### src/rtl/imem_loader_pkg.sv
// imem_loader_pkg
// Shared definitions for the instruction-memory program loader:
//   - FSM state encoding (S_IDLE..S_ERROR), kept as plain localparams so
//     older code that compares raw state values keeps working
//   - frame-field byte counts (length prefix and checksum trailer)
//   - a helper that says which states take bytes from the stream
package imem_loader_pkg;

    localparam int STATE_W = 3;

    localparam logic [STATE_W-1:0] S_IDLE   = 3'd0;
    localparam logic [STATE_W-1:0] S_LEN_LO = 3'd1;
    localparam logic [STATE_W-1:0] S_LEN_HI = 3'd2;
    localparam logic [STATE_W-1:0] S_DATA   = 3'd3;
    localparam logic [STATE_W-1:0] S_CHECK  = 3'd4;
    localparam logic [STATE_W-1:0] S_DONE   = 3'd5;
    localparam logic [STATE_W-1:0] S_ERROR  = 3'd6;

    // Length prefix is a little-endian 16-bit byte count; checksum is one byte.
    localparam int LEN_FIELD_BYTES = 2;
    localparam int CHK_FIELD_BYTES = 1;
    localparam int LEN_FIELD_W     = 8 * LEN_FIELD_BYTES;
    localparam int CHK_FIELD_W     = 8 * CHK_FIELD_BYTES;

    // The loader is ready for a stream byte only while it is inside a frame.
    function automatic logic accepts_stream(input logic [STATE_W-1:0] s);
        return (s == S_LEN_LO) || (s == S_LEN_HI) ||
               (s == S_DATA)   || (s == S_CHECK);
    endfunction

endpackage

### src/rtl/imem_loader.sv
// imem_loader
// Loads a framed byte stream (LEN_LO, LEN_HI, N payload bytes, CHK) into the
// instruction-memory byte storage starting at address 0, and keeps the CPU
// held in reset until a frame has been loaded and its XOR checksum matched.
//
// Ports:
//   clk        core clock, rising-edge active
//   rst_n      asynchronous active-low reset
//   start      begin a new load (honoured in IDLE, DONE or ERROR only)
//   in_valid   stream byte present
//   in_data    stream byte
//   in_ready   loader accepts in_data this cycle (decoded from state only)
//   mem_we     registered one-cycle byte write strobe
//   mem_addr   registered byte address of the write
//   mem_wdata  registered byte to write
//   cpu_hold   high keeps the CPU in reset with PC at 0
//   done       frame loaded and checksum matched
//   error      frame rejected (oversize length or checksum mismatch)
module imem_loader
    import imem_loader_pkg::*;
#(
    parameter int ADDR_WIDTH = 10
) (
    input  logic                  clk,
    input  logic                  rst_n,
    input  logic                  start,
    input  logic                  in_valid,
    input  logic [7:0]            in_data,
    output logic                  in_ready,
    output logic                  mem_we,
    output logic [ADDR_WIDTH-1:0] mem_addr,
    output logic [7:0]            mem_wdata,
    output logic                  cpu_hold,
    output logic                  done,
    output logic                  error
);

    // The counter is one bit wider than the address so that a frame of
    // exactly 2^ADDR_WIDTH bytes can be counted to completion.
    localparam int CNT_W = ADDR_WIDTH + 1;
    localparam logic [CNT_W-1:0] CAPACITY = {1'b1, {ADDR_WIDTH{1'b0}}};

    logic [STATE_W-1:0]     state;
    logic [7:0]             len_lo;
    logic [CNT_W-1:0]       len_q;
    logic [CNT_W-1:0]       addr_cnt;
    logic [CNT_W-1:0]       addr_next;
    logic [CHK_FIELD_W-1:0] acc;
    logic [LEN_FIELD_W-1:0] frame_len;
    logic                   xfer;
    logic                   too_long;

    assign in_ready  = accepts_stream(state);
    assign xfer      = in_valid && in_ready;
    assign frame_len = {in_data, len_lo};
    assign addr_next = addr_cnt + CNT_W'(1);

    // Compare in 32 bits so the test works for any ADDR_WIDTH up to 31,
    // whether the counter is narrower or wider than the length field.
    assign too_long  = 32'(frame_len) > 32'(CAPACITY);

    // Frame FSM plus the registered memory-port and status outputs.
    // mem_we defaults low every cycle so each accepted payload byte gives
    // exactly one write pulse; mem_addr/mem_wdata simply hold between writes.
    always_ff @(posedge clk or negedge rst_n) begin
        if (!rst_n) begin
            state     <= S_IDLE;
            len_lo    <= '0;
            len_q     <= '0;
            addr_cnt  <= '0;
            acc       <= '0;
            mem_we    <= 1'b0;
            mem_addr  <= '0;
            mem_wdata <= '0;
            cpu_hold  <= 1'b1;
            done      <= 1'b0;
            error     <= 1'b0;
        end else begin
            mem_we <= 1'b0;
            case (state)
                S_IDLE, S_DONE, S_ERROR: begin
                    if (start) begin
                        state    <= S_LEN_LO;
                        acc      <= '0;
                        addr_cnt <= '0;
                        done     <= 1'b0;
                        error    <= 1'b0;
                        cpu_hold <= 1'b1;
                    end
                end
                S_LEN_LO: begin
                    if (xfer) begin
                        len_lo <= in_data;
                        state  <= S_LEN_HI;
                    end
                end
                S_LEN_HI: begin
                    if (xfer) begin
                        if (too_long) begin
                            state <= S_ERROR;
                            error <= 1'b1;
                        end else if (frame_len == '0) begin
                            state <= S_CHECK;
                        end else begin
                            // Truncation is safe: too_long already excluded
                            // anything that does not fit in CNT_W bits.
                            len_q <= CNT_W'(frame_len);
                            state <= S_DATA;
                        end
                    end
                end
                S_DATA: begin
                    if (xfer) begin
                        mem_we    <= 1'b1;
                        mem_addr  <= addr_cnt[ADDR_WIDTH-1:0];
                        mem_wdata <= in_data;
                        acc       <= acc ^ in_data;
                        addr_cnt  <= addr_next;
                        if (addr_next == len_q) begin
                            state <= S_CHECK;
                        end
                    end
                end
                S_CHECK: begin
                    if (xfer) begin
                        if (in_data == acc) begin
                            state    <= S_DONE;
                            done     <= 1'b1;
                            cpu_hold <= 1'b0;
                        end else begin
                            state <= S_ERROR;
                            error <= 1'b1;
                        end
                    end
                end
                default: begin
                    state <= S_IDLE;
                end
            endcase
        end
    end

endmodule

### config.mk
export PLATFORM = sky130hd
export DESIGN_NAME = imem_loader
export DESIGN_NICKNAME = d
export VERILOG_FILES = /design/src/rtl/imem_loader_pkg.sv /design/src/rtl/imem_loader.sv
export SDC_FILE = /design/constraint.sdc
export NUM_CORES = 1
export LEC_CHECK = 0
export CAP_MARGIN = 25
export CORE_UTILIZATION = 34
export DETAILED_ROUTE_END_ITERATION = 8
export GPL_TIMING_DRIVEN = 1
export PLACE_DENSITY = 0.6
export SETUP_SLACK_MARGIN = 0.15
export SLEW_MARGIN = 10
export SYNTH_ARGS = -nofsm -noshare
export SYNTH_HDL_FRONTEND = slang
export SYNTH_SLANG_ARGS = --single-unit
export TNS_END_PERCENT = 10
### constraint.sdc
create_clock -name clk -period 4.8 [get_ports clk]
set_input_delay 0.48 -clock clk [delete_from_list [all_inputs] [get_ports clk]]
set_output_delay 0.48 -clock clk [all_outputs]
set_load 0.01 [all_outputs]
==> results of run 1 <==
-- metrics by stage --
stage | std cells | hold WS, ns
after floorplan | 340 | 0.184
final | 485 | 0.298
after global placement | 469 | 0.460
after detailed placement | 470 | 0.462
after global routing | 485 | 0.364
after CTS | 485 | 0.350
-- layout by cell type (no fill, tap or decap), types with 4 or more instances in the layout --
master	count
xnor2_1	20
nor2_1	23
o21ai_0	35
clkdlybuf4s50_1	33
o31ai_1	7
buf_4	5
dfrtp_1	62
or3_1	4
nand3_1	10
mux2_2	18
xor2_1	6
a21oi_1	6
clkbuf_8	11
nor3_1	4
nand2b_1	5
inv_1	4
nand2_1	71
-- state kept, by name, summed over array words and instances (netlist names) --
name / flops
mem_wdata: 8
state: 3
acc: 8
len_q: 11
addr_cnt: 11
mem_we: 1
mem_addr: 10
cpu_hold: 1
error: 1
done: 1
len_lo: 8
-- critical path: stages --
cell and delay, ns:
clkdlybuf4s50_1 0.53, nor4_1 0.38, nand3_1 0.19, mux2i_1 0.20, nor4_2 0.54, buf_4 0.27, mux2_2 0.34
-- metal layers --
layer | vias up | wire length (um) | GRT usage | share of wire
met5 | - | 0 | 0 | 0
met4 | 0 | 111 | 0.0690 | 0.015
met3 | 11 | 262 | 0.0379 | 0.036
met2 | 62 | 3350 | 0.248 | 0.46
met1 | 1231 | 3540 | 0.223 | 0.49
li1 | 1232 | - | - | -
-- layout make-up --
| type | count | area, um^2 | area share |
|---|---|---|---|
| clock buffers | 12 | 155 | 0.0405 |
| flip-flops and latches | 63 | 1580 | 0.412 |
| multi-input cells | 253 | 1520 | 0.398 |
| repair buffers | 39 | 373 | 0.0974 |
| clock inverters | 3 | 42.5 | 0.0111 |
| inverters | 4 | 15.0 | 0.00392 |
| well taps | 111 | 139 | 0.0363 |
-- cells in the mapped netlist (2+ instances only) --
library cell   n
nand2_1       71
dfrtp_1       62
o21ai_0       35
nor2_1        23
xnor2_1       20
mux2_2        18
clkbuf_1      15
nand3_1       10
o31ai_1        7
a21oi_1        6
xor2_1         6
nand2b_1       5
inv_1          4
nor3_1         4
or3_1          4
a31oi_1        3
buf_4          3
nand4_1        3
nor3b_1        3
nor4_1         3
a21o_1         2
and2_1         2
buf_2          2
mux2_1         2
mux2i_1        2
nor2b_1        2
nor4_2         2
o21a_1         2
o21ai_1        2
or4_1          2
-- report_power, final --
group          internal, W  total [W]  switching (W)
sequential        0.000687   0.000846       0.000159
combinational     0.000349   0.000707       0.000358
clock             0.000265   0.000471       0.000206
total              0.00130    0.00202       0.000723
-- cell families after synthesis --
kind of cell               count (synthesis)  share of synthesized area
buffers and inverters                     24                     0.0324
DFF                                       63                      0.492
and+or+nand+nor                          137                      0.197
muxes                                     22                     0.0765
adders and majority gates                  1                    0.00390
AOI/OAI and AO/OA                         67                      0.126
xor gates and xnor gates                  26                     0.0710
-- worst paths after layout --
kind	end	slack, ns
max	len_q[8]	2.08
min	mem_we	0.30
max reg2reg	addr_cnt[7]	2.37
min reg2reg	mem_addr[6]	0.47
max in group asynchronous	acc[6]	3.94
min in group clk	mem_addr[6]	0.47
==> results.toml, run 1 <==
[grt]
grt_overflow = 0
grt_pass1_vias = 2412
grt_max_degree = 64
antenna_found_initial = 0
grt_first_pass_wirelength_um = 12400
grt_use_total = 0.163

[worst_setup_path]
worst_ep_required_time_ns = 5.02
cp.arrival_ns = 2.94
reg2regPathDepth = 8
crit_start = "in_data[3]"
crit_fanout = 7
critPathLaunchType = "input pin"
reg2reg_from = "state[1]"
path_class = "input pin to register"
endpoint_kind = "register"

[hold_path]
min_path_type = "input pin to asynchronous set/reset pin"

[sta]
tightest_slew_ns = 0.818
timing.final.crit_share = 0.567
maxSlewHeadroom = 0.455
worst_slack_ns = 2.08
maxSlewViolCount = 0
fin_tns_setup_ns = 0
setup_viol = 0
clock-skew-final_ns = 0.00824
fin_crit_ns = 2.72
finalHoldViolations = 0
grt_setup_unrepaired = "false"
max_clock_freq_mhz = 368

[finish]
area_growth_syn_to_layout_pct = 19.4
drive_gt1_frac = 0.118
fillers = 910
num_antenna_cells = 0
stdcell_area_um2 = 3830
finalNetCount = 383
utilization = 0.416

[run]
cap_violations = 0

[floorplanning]
rows = 35
start_util = 0.349
core_um2 = 9200
dieArea_um2 = 9820
chipHeight_um = 99.1
die_w_um = 99.1
io_pins = 35

[clocking]
cts_tree = "built"
cts_hold_buf = 0
cts_setup_buffers = 0
cts.reportedPaths.clkPinSlew_ns = 0.07
cts_resized = 0
cts-root-buf = "clkbuf_8"
cts_max_path_buffers = 2
cts_buffers = 9
cts_sinks = 63
htree_num_levels = 3
clkLatencyLatePin_ns = 0.34

[routing]
wire_per_inst_um = 15.0
drt-initial-drc-count = 156
route.vias.total = 2536
vias_per_cell = 5.23
wirelength_um = 7260
remaining_drc_errors = 0
dr.pass1.iters = 4
drtAntennaViolNets = 0

[synth]
synth_area_um2 = 3210
synth_seq_area_share = 0.492
ys_types = 45
ys.flop_type = "dfrtp_1"
ys_ff_latch = 63
syn_nets = 353
synth_edf_count = 0
avgSynthCellArea_um2 = 9.43
synth_top_area_share = 0.484
yosys_warnings = 0
synth_area_leader_cell = "dfrtp_1"
ys_top_cells_by_area = "dfrtp_1, nand2_1, mux2_2, o21ai_0, xnor2_1"
synth-async-reset-ratio = 1.00
syn_inst = 340

[place]
io_buffers = 34
gp_congestion = 0.853
post-dp-hpwl_um = 4900
place_area_um2 = 3630
dp_slack_ns = 1.78

[power_and_ir_drop]
ir_drop_mv = 0.268
power.leakage_nw = 1.69
power.density_nw_per_um2 = 529
power_w = 0.00202

[run_status]
status = "finished, final reports clean"
No activity file was read; power rests on OpenSTA's default activity.
==> inputs of run 2 (changes only) <==
PLACE_DENSITY = 0.62   (was 0.6)
clock period = 2.2 ns   (was 4.8 ns; I/O delays follow)
==> run 2 against run 1 <==
Net effect:
- clock power rose to 2.7 times the previous value
- count of clock-buffer cells in the layout is 1 lower
- non-clock buffer count up 28
- sequential share of layout area decreased by 3.1 points
- sequential cell count unchanged
- core utilization grew 3.4 points
- combinational power grew 140%
- clock skew increased by 0.00074 ns
- wire length grew 4.2%
- critical path type is now register to register
- largest cell class unchanged
==> results.toml, run 2 (synthesis results as in run 1) <==
[clocking]
cts_max_path_buffers = 2
cts-root-buf = "clkbuf_8"
htree_num_levels = 3
clkLatencyLatePin_ns = 0.34
cts_buffers = 9
cts_tree = "built"
cts.reportedPaths.clkPinSlew_ns = 0.07
cts_sinks = 63

[routing]
wire_per_inst_um = 14.7
remaining_drc_errors = 0
wirelength_um = 7560
vias_per_cell = 5.18
drt-initial-drc-count = 119
route.vias.total = 2661
dr.pass1.iters = 4
drtAntennaViolNets = 0

[place]
post-dp-hpwl_um = 5300
io_buffers = 34
dp_slack_ns = -0.149
place_area_um2 = 3840
gp_congestion = 0.837

[floorplanning]
rows = 35
die_w_um = 99.1
start_util = 0.349
io_pins = 35
core_um2 = 9200
dieArea_um2 = 9820
chipHeight_um = 99.1

[finish]
stdcell_area_um2 = 4140
layout_common_cells = "nand2_1, dfrtp_1, o21ai_0, clkdlybuf4s50_1, buf_4"
num_antenna_cells = 0
area_growth_syn_to_layout_pct = 29.0
top_regs = "addr_cnt: 11 flops, len_q: 11 flops, mem_addr: 10 flops"
finalNetCount = 411
multi_input_area_um2 = 1550
ff_latch_area_um2 = 1580
utilization = 0.450
fillers = 881
drive_gt1_frac = 0.191
layout_commonest_cell = "nand2_1"

[power_and_ir_drop]
power.density_nw_per_um2 = 1160
p_sw_w = 0.00161
p_sw_frac = 0.336
intPower_w = 0.00317
p_comb_frac = 0.351
clockPowerShare = 0.269
power.leakage_nw = 1.87
ir_drop_mv = 0.613
power_frac_seq = 0.381

[grt]
grt_use_total = 0.166
grt_first_pass_wirelength_um = 12700
grt_pass1_vias = 2565
grt_overflow = 0
grt_max_degree = 40
antenna_found_initial = 0

[sta]
maxSlewHeadroom = 0.645
tightest_slew_ns = 0.533
worst_slack_ns = 0.180
max_clock_freq_mhz = 495
timing.final.crit_share = 0.918
whs_ns = 0.387
clock-skew-final_ns = 0.00899
maxSlewViolCount = 0
finalHoldViolations = 0
fin_crit_ns = 2.02
grt_setup_unrepaired = "true"
setup_viol = 0

[run]
cap_violations = 0

[worst_setup_path]
critPathLaunchType = "register"
slowest_stage = "or4_1"
cp.arrival_ns = 2.23
cpPeakStageDelay_ns = 0.53
crit_family = "simple AND/OR/NAND/NOR gates"
critPathBufInv = 1
path_class = "register to register"
crit_fanout = 4
cp_cell_sequence = "ha_4 > nand2_1 > or4_1 > o21ai_1 > a31oi_1 > nor4_2 > buf_4 > o211ai_1"
worst_ep_required_time_ns = 2.41
endpoint_kind = "register"

[run_status]
status = "finished, final reports clean"

[hold_path]
min_path_type = "input pin to asynchronous set/reset pin"
[run 2: final timing paths]
path,start,endpoint,slack [ns],cells past startpoint
worst max-delay path,addr_cnt[0],state[1],0.18,8
worst min-delay path,rst_n,mem_addr[2],0.39,2
worst max register to register,addr_cnt[0],state[1],0.18,8
worst min register to register,mem_addr[4],mem_addr[4],0.47,2
max in group asynchronous,rst_n,len_lo[3],1.10,3
min in group clk,mem_addr[4],mem_addr[4],0.47,2
[run 2: area by class of cell]
class,count,share of cell area
clock buffers,11,0.0366
clock inverters,5,0.0251
inverters,4,0.00363
multi-input cells,253,0.375
flip-flops and latches,63,0.382
well taps,111,0.0336
repair buffers,67,0.145
[run 2: per-stage QoR]
stage                     std cells  TNS [ns]  total power, W
after floorplan                 340         0         0.00278
after global placement          497     -1.17         0.00347
after detailed placement        497     -1.50         0.00350
after CTS                       514         0         0.00481
after global routing            514         0         0.00510
final                           514         0         0.00478
[run 2: power groups by stage]
stage                     clock network [W]  registers (W)  logic [W]
after global routing                0.00136        0.00187    0.00187
after CTS                           0.00131        0.00181    0.00169
after floorplan                           0        0.00177    0.00101
after global placement                    0        0.00182    0.00165
final                               0.00129        0.00182    0.00168
after detailed placement                  0        0.00183    0.00168
[run 2: timing repair]
action,in CTS,in global routing
resized for setup,2,3
endpoints found under the setup margin,4,15
buffers inserted,0,0
hold buffers,1,0
endpoints found under the hold margin,21,0
pin swaps,0,1
[run 2: routing by layer]
metal | vias to the layer above | share of wire | track usage
met3 | 4 | 0.037 | 0.0422
met4 | 0 | 0.0070 | 0.0509
li1 | 1295 | - | -
met2 | 52 | 0.49 | 0.278
met5 | - | 0 | 0
met1 | 1310 | 0.47 | 0.212
==> inputs of run 3 (changes only) <==
TNS_END_PERCENT = unset   (was 10)
==> run 3 against run 2 <==
Net effect:
- non-clock buffer count unchanged
- sequential share of layout area about the same
- cell count unchanged
- count of clock-buffer cells in the layout stayed put
- die area did not move
- wire length up 0.36%
- clock skew hardly changed
- global-route usage hardly changed
- critical endpoint is now len_q[2]
- highest routed layer unchanged
==> results.toml, run 3 (synthesis results as in run 1) <==
[run]
cap_violations = 0

[routing]
drt-initial-drc-count = 138
drtAntennaViolNets = 0
vias_per_cell = 5.18
wirelength_um = 7590
remaining_drc_errors = 0
wire_per_inst_um = 14.8
route.vias.total = 2660
dr.pass1.iters = 4

[power_and_ir_drop]
power.leakage_nw = 1.86
ir_drop_mv = 0.613
power.density_nw_per_um2 = 1160

[floorplanning]
io_pins = 35
start_util = 0.349
core_um2 = 9200
die_w_um = 99.1
chipHeight_um = 99.1
rows = 35
dieArea_um2 = 9820

[sta]
max_clock_freq_mhz = 510
maxSlewViolCount = 0
fin_tns_setup_ns = 0
worst_slack_ns = 0.238
fin_crit_ns = 1.96
clock-skew-final_ns = 0.00917
timing.final.crit_share = 0.892
finalHoldViolations = 0
maxSlewHeadroom = 0.644
setup_viol = 0
tightest_slew_ns = 0.534
grt_setup_unrepaired = "true"

[worst_setup_path]
endpoint = "len_q[2]"
reg2regPathDepth = 8
crit_start = "in_data[1]"
slowest_stage = "clkdlybuf4s50_1"
worst_ep_required_time_ns = 2.43
cp_cell_sequence = "clkdlybuf4s50_1 > nor4_2 > nand3_1 > mux2i_1 > nor4_2 > buf_4 > mux2_2"
endpoint_kind = "register"
crit_fanout = 11
path_class = "input pin to register"
critPathLaunchType = "input pin"
path_common_cell = "nor4_2"
cpPeakStageDelay_ns = 0.55
cp.arrival_ns = 2.19
r2r_slack_ns = 0.27
r2r_end = "state[1]"
reg2reg_from = "addr_cnt[1]"

[grt]
antenna_found_initial = 0
grt_pass1_vias = 2566
grt_max_degree = 40
grt_first_pass_wirelength_um = 12700
grt_overflow = 0
grt_use_total = 0.166

[finish]
area_growth_syn_to_layout_pct = 29.4
fillers = 879
layout_common_cells = "nand2_1, dfrtp_1, o21ai_0, clkdlybuf4s50_1, buf_4"
layout_commonest_cell = "nand2_1"
utilization = 0.451
num_antenna_cells = 0
drive_gt1_frac = 0.201
finalNetCount = 411
top_regs = "addr_cnt: 11 flops, len_q: 11 flops, mem_addr: 10 flops"

[place]
post-dp-hpwl_um = 5300
gp_congestion = 0.837
io_buffers = 34
dp_slack_ns = -0.149

[clocking]
cts_tree = "built"
cts.reportedPaths.clkPinSlew_ns = 0.07
cts_sinks = 63
cts_setup_buffers = 0
clkLatencyLatePin_ns = 0.34
cts_buffers = 9
cts_max_path_buffers = 2
cts-root-buf = "clkbuf_8"
htree_num_levels = 3

[hold_path]
min_path_type = "input pin to asynchronous set/reset pin"

[run_status]
status = "finished, final reports clean"
## run 3: worst max-delay path: cells and delay by family
kind	cells	cell delay, ns
multiplexers	2	0.52
AND/OR/NAND/NOR	3	0.66
buffers and inverters	2	0.78
## run 3: how the worst min path moves through the flow
stage / to / cells past startpoint / slack, ns / from
2_1_floorplan: acc[0] / 0 / -0.08 / rst_n
3_3_place_gp: addr_cnt[2] / 1 / 0.23 / rst_n
3_5_place_dp: mem_addr[2] / 1 / 0.24 / rst_n
4_1_cts: mem_addr[2] / 2 / 0.41 / rst_n
5_1_grt: mem_wdata[7] / 2 / 0.43 / rst_n
6_report: mem_addr[2] / 2 / 0.39 / rst_n
## run 3: repair_timing
action | in CTS | in global routing
gates resized for setup | 3 | 7
pin swaps | 0 | 4
endpoints found under the setup margin | 4 | 15
hold buffers | 1 | 0
endpoints found under the hold margin | 21 | 0
## run 3: power by group
part           internal (W)  switching [W]
clock              0.000815       0.000467
combinational      0.000864       0.000819
sequential          0.00150       0.000333
total               0.00318        0.00162
## run 3: routing by layer
metal	part of all wire	global-route usage	up-vias
met2	0.49	0.278	51
met1	0.46	0.213	1305
li1	-	-	1298
met5	0	0	-
met3	0.042	0.0422	6
met4	0.0087	0.0509	0
## run 3: cell type report
cell class              count  area (um^2)  share of cell area
flip-flops and latches     63         1580               0.381
multi-input cells         253         1560               0.376
repair buffers             67          598               0.144
clock buffers              11          151              0.0365
well taps                 111          139              0.0335
clock inverters             5          104              0.0250
inverters                   4         15.0             0.00362
## run 3: through the flow
stage	cells	hold slack (ns)	instance area, um^2	total power [W]
finish	514	0.390	4150	0.00480
global route	514	0.433	4150	0.00513
CTS	514	0.405	4120	0.00483
detailed placement	497	0.243	3840	0.00350
global placement	497	0.228	3840	0.00347
floorplan	340	-0.0756	3210	0.00278
